`src/rtl/sram_ctrl_pkg.sv`:
```
// ----------------------------------------------------------------------------
// sram_ctrl_pkg
// Shared definitions for the 64Kx16 asynchronous SRAM controller:
//   - default SRAM geometry (also used by top and the bench)
//   - default read/write strobe lengths in clocks
//   - controller state encoding
//   - small helper for sizing the strobe wait counter
// ----------------------------------------------------------------------------
package sram_ctrl_pkg;

    localparam int SRAM_ADDR_W   = 16;
    localparam int SRAM_DATA_W   = 16;
    localparam int DEF_RD_CYCLES = 2;
    localparam int DEF_WR_CYCLES = 2;

    typedef enum logic [2:0] {
        ST_IDLE     = 3'd0,
        ST_WR_SETUP = 3'd1,
        ST_WR_PULSE = 3'd2,
        ST_WR_HOLD  = 3'd3,
        ST_RD_WAIT  = 3'd4
    } state_t;

    function automatic int max_cycles(input int a, input int b);
        return (a > b) ? a : b;
    endfunction

endpackage

```
`src/rtl/sram_ctrl_if.sv`:
```
// ----------------------------------------------------------------------------
// sram_ctrl_if
// Command/response port between the stream/FIFO logic and sram_ctrl.
//   req_valid/req_ready : command handshake
//   req_we/addr/be/wdata: command payload (be bit0 = low byte, bit1 = high)
//   rsp_valid/rsp_rdata : one-cycle read-data pulse (no back-pressure)
//   dbg_state           : controller FSM state, observation only
//
// Handshake: a command transfers on a rising clock edge where both req_valid
// and req_ready are high. The payload must be stable while req_valid is high;
// req_ready never depends combinationally on req_valid. rsp_valid is a pulse
// with no ready: the requester must always be able to take read data.
// ----------------------------------------------------------------------------
interface sram_ctrl_if
    import sram_ctrl_pkg::*;
#(
    parameter int ADDR_W = SRAM_ADDR_W,
    parameter int DATA_W = SRAM_DATA_W
) ();

    logic              req_valid;
    logic              req_ready;
    logic              req_we;
    logic [ADDR_W-1:0] req_addr;
    logic [1:0]        req_be;
    logic [DATA_W-1:0] req_wdata;
    logic              rsp_valid;
    logic [DATA_W-1:0] rsp_rdata;
    state_t            dbg_state;

    // Requester side (stream/FIFO logic).
    modport master (
        output req_valid, req_we, req_addr, req_be, req_wdata,
        input  req_ready, rsp_valid, rsp_rdata, dbg_state
    );

    // Controller side.
    modport slave (
        input  req_valid, req_we, req_addr, req_be, req_wdata,
        output req_ready, rsp_valid, rsp_rdata, dbg_state
    );

endinterface

```
`src/rtl/sram_ctrl.sv`:
```
// ----------------------------------------------------------------------------
// sram_ctrl
// Single-word read/write controller for an asynchronous 64Kx16 SRAM.
// Generates active-low CE/OE/WE/LB/UB, address and data-bus timing. The
// data-bus tri-state lives outside: this block supplies drive data, drive
// enable and receives the sampled bus separately.
//
// Ports:
//   clk_100mhz  : clock
//   resetn      : asynchronous active-low reset
//   bus         : sram_ctrl_if.slave (command/response + debug state)
//   sram_a      : address pins
//   sram_d_out  : data to drive onto the bus
//   sram_d_oe   : 1 = FPGA drives the bus
//   sram_d_in   : bus value sampled from the pins
//   sram_ce/oe/we/lb/ub : active-low strobes
//
// Every output is a flop; nothing from the inputs reaches an output within
// the same cycle.
// ----------------------------------------------------------------------------
module sram_ctrl
    import sram_ctrl_pkg::*;
#(
    parameter int ADDR_W    = SRAM_ADDR_W,
    parameter int DATA_W    = SRAM_DATA_W,
    parameter int RD_CYCLES = DEF_RD_CYCLES,
    parameter int WR_CYCLES = DEF_WR_CYCLES
) (
    input  logic              clk_100mhz,
    input  logic              resetn,
    sram_ctrl_if.slave        bus,
    output logic [ADDR_W-1:0] sram_a,
    output logic [DATA_W-1:0] sram_d_out,
    output logic              sram_d_oe,
    input  logic [DATA_W-1:0] sram_d_in,
    output logic              sram_ce,
    output logic              sram_oe,
    output logic              sram_we,
    output logic              sram_lb,
    output logic              sram_ub
);

    // Counter holds (cycles - 1) and the phase ends when it reaches zero.
    localparam int CNT_W = $clog2(max_cycles(RD_CYCLES, WR_CYCLES) + 1);

    state_t            r_state;
    logic [CNT_W-1:0]  r_cnt;
    logic [1:0]        r_be;
    logic              r_ready;
    logic              r_rsp_valid;
    logic [DATA_W-1:0] r_rdata;
    logic [ADDR_W-1:0] r_a;
    logic [DATA_W-1:0] r_dout;
    logic              r_doe;
    logic              r_ce;
    logic              r_oe;
    logic              r_wen;
    logic              r_lb;
    logic              r_ub;

    logic              w_accept;
    logic [DATA_W-1:0] w_be_mask;

    assign w_accept  = r_ready & bus.req_valid;
    assign w_be_mask = {{(DATA_W/2){r_be[1]}}, {(DATA_W/2){r_be[0]}}};

    always_ff @(posedge clk_100mhz or negedge resetn) begin
        if (!resetn) begin
            r_state     <= ST_IDLE;
            r_cnt       <= '0;
            r_be        <= '0;
            r_ready     <= 1'b0;
            r_rsp_valid <= 1'b0;
            r_rdata     <= '0;
            r_a         <= '0;
            r_dout      <= '0;
            r_doe       <= 1'b0;
            r_ce        <= 1'b1;
            r_oe        <= 1'b1;
            r_wen       <= 1'b1;
            r_lb        <= 1'b1;
            r_ub        <= 1'b1;
        end else begin
            r_rsp_valid <= 1'b0;
            case (r_state)
                ST_IDLE: begin
                    if (w_accept) begin
                        r_ready <= 1'b0;
                        r_a     <= bus.req_addr;
                        r_be    <= bus.req_be;
                        r_ce    <= 1'b0;
                        r_lb    <= ~bus.req_be[0];
                        r_ub    <= ~bus.req_be[1];
                        if (bus.req_we) begin
                            r_dout  <= bus.req_wdata;
                            r_doe   <= 1'b1;
                            r_state <= ST_WR_SETUP;
                        end else begin
                            // d_oe is already 0 in IDLE, so OE can fall here
                            // without ever overlapping our own bus drive.
                            r_oe    <= 1'b0;
                            r_cnt   <= CNT_W'(RD_CYCLES - 1);
                            r_state <= ST_RD_WAIT;
                        end
                    end else begin
                        // Also raises ready on the first clock after reset.
                        r_ready <= 1'b1;
                    end
                end

                ST_WR_SETUP: begin
                    r_wen   <= 1'b0;
                    r_cnt   <= CNT_W'(WR_CYCLES - 1);
                    r_state <= ST_WR_PULSE;
                end

                ST_WR_PULSE: begin
                    if (r_cnt == '0) begin
                        r_wen   <= 1'b1;
                        r_state <= ST_WR_HOLD;
                    end else begin
                        r_cnt <= r_cnt - CNT_W'(1);
                    end
                end

                ST_WR_HOLD: begin
                    // Address/data stay put through the WE rising edge; the
                    // bus is released together with CE/LB/UB.
                    r_doe   <= 1'b0;
                    r_ce    <= 1'b1;
                    r_lb    <= 1'b1;
                    r_ub    <= 1'b1;
                    r_ready <= 1'b1;
                    r_state <= ST_IDLE;
                end

                ST_RD_WAIT: begin
                    if (r_cnt == '0) begin
                        r_rdata     <= sram_d_in & w_be_mask;
                        r_rsp_valid <= 1'b1;
                        r_oe        <= 1'b1;
                        r_ce        <= 1'b1;
                        r_lb        <= 1'b1;
                        r_ub        <= 1'b1;
                        r_ready     <= 1'b1;
                        r_state     <= ST_IDLE;
                    end else begin
                        r_cnt <= r_cnt - CNT_W'(1);
                    end
                end

                default: begin
                    r_doe   <= 1'b0;
                    r_ce    <= 1'b1;
                    r_oe    <= 1'b1;
                    r_wen   <= 1'b1;
                    r_lb    <= 1'b1;
                    r_ub    <= 1'b1;
                    r_ready <= 1'b0;
                    r_state <= ST_IDLE;
                end
            endcase
        end
    end

    assign bus.req_ready = r_ready;
    assign bus.rsp_valid = r_rsp_valid;
    assign bus.rsp_rdata = r_rdata;
    assign bus.dbg_state = r_state;

    assign sram_a     = r_a;
    assign sram_d_out = r_dout;
    assign sram_d_oe  = r_doe;
    assign sram_ce    = r_ce;
    assign sram_oe    = r_oe;
    assign sram_we    = r_wen;
    assign sram_lb    = r_lb;
    assign sram_ub    = r_ub;

endmodule

```
`src/flat_wrapper.sv`:
```
// flat-port wrapper written by rule: the top's interface ports become plain ports
module sram_ctrl_flat import sram_ctrl_pkg::*;
#(
    parameter int ADDR_W    = SRAM_ADDR_W,
    parameter int DATA_W    = SRAM_DATA_W,
    parameter int RD_CYCLES = DEF_RD_CYCLES,
    parameter int WR_CYCLES = DEF_WR_CYCLES
)
  (clk_100mhz, resetn, sram_a, sram_d_out, sram_d_oe, sram_d_in, sram_ce, sram_oe, sram_we, sram_lb, sram_ub, bus_req_valid, bus_req_we, bus_req_addr, bus_req_be, bus_req_wdata, bus_req_ready, bus_rsp_valid, bus_rsp_rdata, bus_dbg_state);
  sram_ctrl_if #(.ADDR_W(ADDR_W), .DATA_W(DATA_W)) bus_i ();
  input  logic clk_100mhz;
  input  logic resetn;
  output logic [ADDR_W-1:0] sram_a;
  output logic [DATA_W-1:0] sram_d_out;
  output logic sram_d_oe;
  input  logic [DATA_W-1:0] sram_d_in;
  output logic sram_ce;
  output logic sram_oe;
  output logic sram_we;
  output logic sram_lb;
  output logic sram_ub;
  input wire logic [$bits(bus_i.req_valid)-1:0] bus_req_valid;
  input wire logic [$bits(bus_i.req_we)-1:0] bus_req_we;
  input wire logic [$bits(bus_i.req_addr)-1:0] bus_req_addr;
  input wire logic [$bits(bus_i.req_be)-1:0] bus_req_be;
  input wire logic [$bits(bus_i.req_wdata)-1:0] bus_req_wdata;
  output wire logic [$bits(bus_i.req_ready)-1:0] bus_req_ready;
  output wire logic [$bits(bus_i.rsp_valid)-1:0] bus_rsp_valid;
  output wire logic [$bits(bus_i.rsp_rdata)-1:0] bus_rsp_rdata;
  output wire logic [$bits(bus_i.dbg_state)-1:0] bus_dbg_state;
  assign bus_i.req_valid = bus_req_valid;
  assign bus_i.req_we = bus_req_we;
  assign bus_i.req_addr = bus_req_addr;
  assign bus_i.req_be = bus_req_be;
  assign bus_i.req_wdata = bus_req_wdata;
  assign bus_req_ready = bus_i.req_ready;
  assign bus_rsp_valid = bus_i.rsp_valid;
  assign bus_rsp_rdata = bus_i.rsp_rdata;
  assign bus_dbg_state = bus_i.dbg_state;
  sram_ctrl #(.ADDR_W(ADDR_W), .DATA_W(DATA_W), .RD_CYCLES(RD_CYCLES), .WR_CYCLES(WR_CYCLES)) u_core (.clk_100mhz(clk_100mhz), .resetn(resetn), .bus(bus_i), .sram_a(sram_a), .sram_d_out(sram_d_out), .sram_d_oe(sram_d_oe), .sram_d_in(sram_d_in), .sram_ce(sram_ce), .sram_oe(sram_oe), .sram_we(sram_we), .sram_lb(sram_lb), .sram_ub(sram_ub));
endmodule
```
`config.mk`:
```
export PLATFORM = sky130hd
export DESIGN_NAME = sram_ctrl_flat
export DESIGN_NICKNAME = d
export VERILOG_FILES = /design/src/rtl/sram_ctrl_pkg.sv /design/src/rtl/sram_ctrl_if.sv /design/src/rtl/sram_ctrl.sv /design/src/flat_wrapper.sv
export SDC_FILE = /design/constraint.sdc
export NUM_CORES = 1
export LEC_CHECK = 0
export BUFFER_PORTS_ARGS = -buffer_cell sky130_fd_sc_hd__buf_4
export CORE_UTILIZATION = 47
export DETAILED_ROUTE_END_ITERATION = 16
export PLACE_DENSITY = 0.77
export SETUP_SLACK_MARGIN = 0.2
export SKIP_LAST_GASP = 1
export SLEW_MARGIN = 40
export SYNTH_ARGS = -nofsm -noshare
export SYNTH_HDL_FRONTEND = slang
export SYNTH_SLANG_ARGS = --single-unit
```
`constraint.sdc`:
```
create_clock -name clk_100mhz -period 1.7 [get_ports clk_100mhz]
set_input_delay 0.085 -clock clk_100mhz [delete_from_list [all_inputs] [get_ports clk_100mhz]]
set_output_delay 0.085 -clock clk_100mhz [all_outputs]
set_load 0.1 [all_outputs]
```
==> metrics <==
gr ovfl total 0; fmax 0.626 GHz; Vias per Instance 4.82; reg-to-reg startpoint u_core.bus.dbg_state[0]; Die Y 77.7 µm; initial core utilization 48.9%; synthesized area per cell 12.3 µm²; Core ar. 0.00551 mm²; Die Span X 77.7 µm; HP Class input pin to flip-flop; Netlist cell types 41; crit path kind flip-flop to flip-flop; Root Driver clkbuf_8; RSZ-0062 raised after global routing yes; CTS tree done; Routed Antenna Nets 0; top-area cell type share of the netlist area 53.9%; CP Max Fanout 5; Clk pin slew, worst setup/hold paths 70 ps; routability cong. 0.765; IO Count 113; YS warnings 0; worst skew pair latency 330 ps; DP Cell Count 398; Synth area leaders dfrtp_1, mux2_2, mux2_4; crit end category flip-flop; Worst EP required 1910 ps; fin crit period 1600 ps; total track usage 22.1%; Avg WL per Cell 14.1 µm; Rows 27; layout cells sized above 1 51.3%; DRC 0; final WL 6450 µm; Syn Inst Count 219; Top Layer Used met4; Nets 436; first-pass GRT wire length 10300 µm; vias in the first global route 2240; max_cap viols 0; fin. max-slew vios 0; Final Setup Violations 0; R2R cell count 4; Num CTS Buffers 9; worst slew margin relative to its limit 51.5%; pin count of the biggest net entering global routing 60; WL met1 2710 µm; fin crit share 93.9%; Placement Cell Area 0.00366 mm²; Final Cell Area 0.00433 mm²; Layout area overhead 61.0%; maximum root-to-sink buffer count 2; endpoints failing hold 0; CTS H-Tree Depth 3; worst clock skew 7.08 ps; final non-filler cell total 458; crit path to u_core.sram_a[12]; Worst Tran Pin Value 727 ps; leading area contributor after synthesis dfrtp_1; Starting DRT DRC Count 82; Reg-to-Reg End u_core.sram_a[12]; n_diodes 0; Fillers 366; CP Launch Type flip-flop; #FFs+latches synth 63; drt pass-1 iters 4; Vias 2208; synthesized area 0.00269 mm²; metal2 WL 3370 µm; Crit. Startpoint u_core.bus.dbg_state[0]; status complete, no violations; area of the die 0.00604 mm²; flop2flop setup slack 100 ps; Syn Nets 274; CTS Sinks 63; met3 wire length 264 µm; crit path DAT 1810 ps; IO Port Bufs 112; Seq/Total Area, Yosys 58.8%; initial antenna violation count 0; Detailed Place HPWL 3960 µm
-- flip-flops by register name, indices dropped and copies added, names as in the netlist --
| name | count |
|---|---|
| u_core.sram_d_oe | 1 |
| u_core.bus.dbg_state | 3 |
| u_core.bus.req_ready | 1 |
| u_core.bus.rsp_valid | 1 |
| u_core.sram_lb | 1 |
| u_core.sram_oe | 1 |
| u_core.sram_we | 1 |
| u_core.r_be | 2 |
| u_core.sram_a | 16 |
| u_core.sram_d_out | 16 |
| u_core.r_cnt | 2 |
| u_core.bus.rsp_rdata | 16 |
| u_core.sram_ub | 1 |
| u_core.sram_ce | 1 |
-- layout by cell type, fill, tap and decap left out, types with 3 or more instances in the layout --
cell type | Yosys | final
inv_1 | 6 | 5
dfrtp_1 | 58 | 54
o21ai_0 | 21 | 20
clkbuf_1 | 6 | 3
nor3_1 | 3 | 3
mux2_2 | 27 | 21
dfrtp_4 | 0 | 4
nand2b_1 | 4 | 4
nand2_1 | 35 | 35
nor2_1 | 5 | 5
dlygate4sd3_1 | 0 | 35
buf_4 | 3 | 128
clkbuf_8 | 0 | 9
dfstp_2 | 5 | 5
mux2_4 | 9 | 15
-- worst max-delay path, cell delays in order (launching register included) --
cell and delay (ps):
dfrtp_4 470, nand3b_1 250, nor3_4 240, buf_4 190, mux2_2 330
-- routing by layer --
| layer | global-route usage [%] | up-vias |
|---|---|---|
| li1 | - | 1072 |
| met1 | 27.5 | 1063 |
| met2 | 37.1 | 65 |
| met3 | 4.24 | 8 |
| met4 | 10.8 | 0 |
| met5 | 0 | - |
-- per-stage QoR --
stage          TNS, ps  hold WS, ps  utilization, %  setup slack (ps)
2_1_floorplan    -2340         -211               -             -88.5
3_5_place_dp         0          192            66.4               133
6_report             0         7.06            78.7               103
4_1_cts              0         1.23            77.4               163
3_3_place_gp         0          196            66.4               143
5_1_grt              0         6.49            78.7              63.3
-- cells by family (layout without fill, tap and decap cells) --
logic type               count (synthesis)  after routing  share of synthesized area (%)
XOR/XNOR                                 1              1                          0.325
AO/OA/AOI/OAI                           34             34                           7.85
buffers and inverters                   22            189                           4.14
AND/OR/NAND/NOR                         61             61                           11.8
adder cells (fa/ha/maj)                  2              2                          0.836
multiplexers                            36             36                           16.3
flip-flops                              63             63                           58.8
-- timing repair --
item	4_1_cts	5_1_grt
hold buffers	35	0
setup buffers	3	5
gates resized for setup	6	9
hold endpoints to repair	89	0
cloned	1	0
setup endpoints to repair	21	54
-- synth_stat cells --
library cell and instances:
a211o_1 1, a211oi_1 1, a21oi_1 1, a221o_1 2, a22oi_1 2, a31oi_1 1, and2_1 1, buf_1 3
buf_2 2, buf_4 3, buf_6 2, clkbuf_1 6, dfrtp_1 58, dfstp_2 5, ha_1 1, inv_1 6
maj3_1 1, mux2_2 27, mux2_4 9, nand2_1 35, nand2b_1 4, nand3_1 1, nand3b_1 2, nand4_4 1
nand4bb_1 1, nor2_1 5, nor2b_1 2, nor3_1 3, nor3_2 1, nor3_4 1, nor3b_1 1, nor4_1 1
nor4b_1 1, o211a_1 1, o21a_1 1, o21ai_0 21, o31ai_1 1, o32a_1 1, o41ai_1 1, or2_2 1
xnor2_1 1
-- area by class of cell --
| type | instances | area (µm²) | share of cell area (%) |
|---|---|---|---|
| sequential | 63 | 1600 | 36.9 |
| timing repair buffer | 167 | 1370 | 31.7 |
| multi-input combinational | 134 | 1040 | 24.1 |
| clock buffer | 12 | 135 | 3.12 |
| tap | 72 | 90.1 | 2.08 |
| clock inverter | 4 | 70.1 | 1.62 |
| inverter | 6 | 22.5 | 0.520 |
-- worst min path at each step --
| stage | from | to | slack (ps) | cells past startpoint |
|---|---|---|---|---|
| global route | sram_d_in[15] | u_core.bus.rsp_rdata[15] | 6 | 3 |
| detailed placement | resetn | u_core.sram_d_out[5] | 190 | 1 |
| finish | sram_d_in[10] | u_core.bus.rsp_rdata[10] | 7 | 3 |
| global placement | resetn | u_core.sram_d_out[4] | 200 | 1 |
| CTS | sram_d_in[10] | u_core.bus.rsp_rdata[10] | 1 | 3 |
| floorplan | resetn | u_core.bus.rsp_rdata[0] | -210 | 0 |
Power is not shown: default switching activity piles up to over one toggle a cycle in this logic, so the estimate is an artifact.
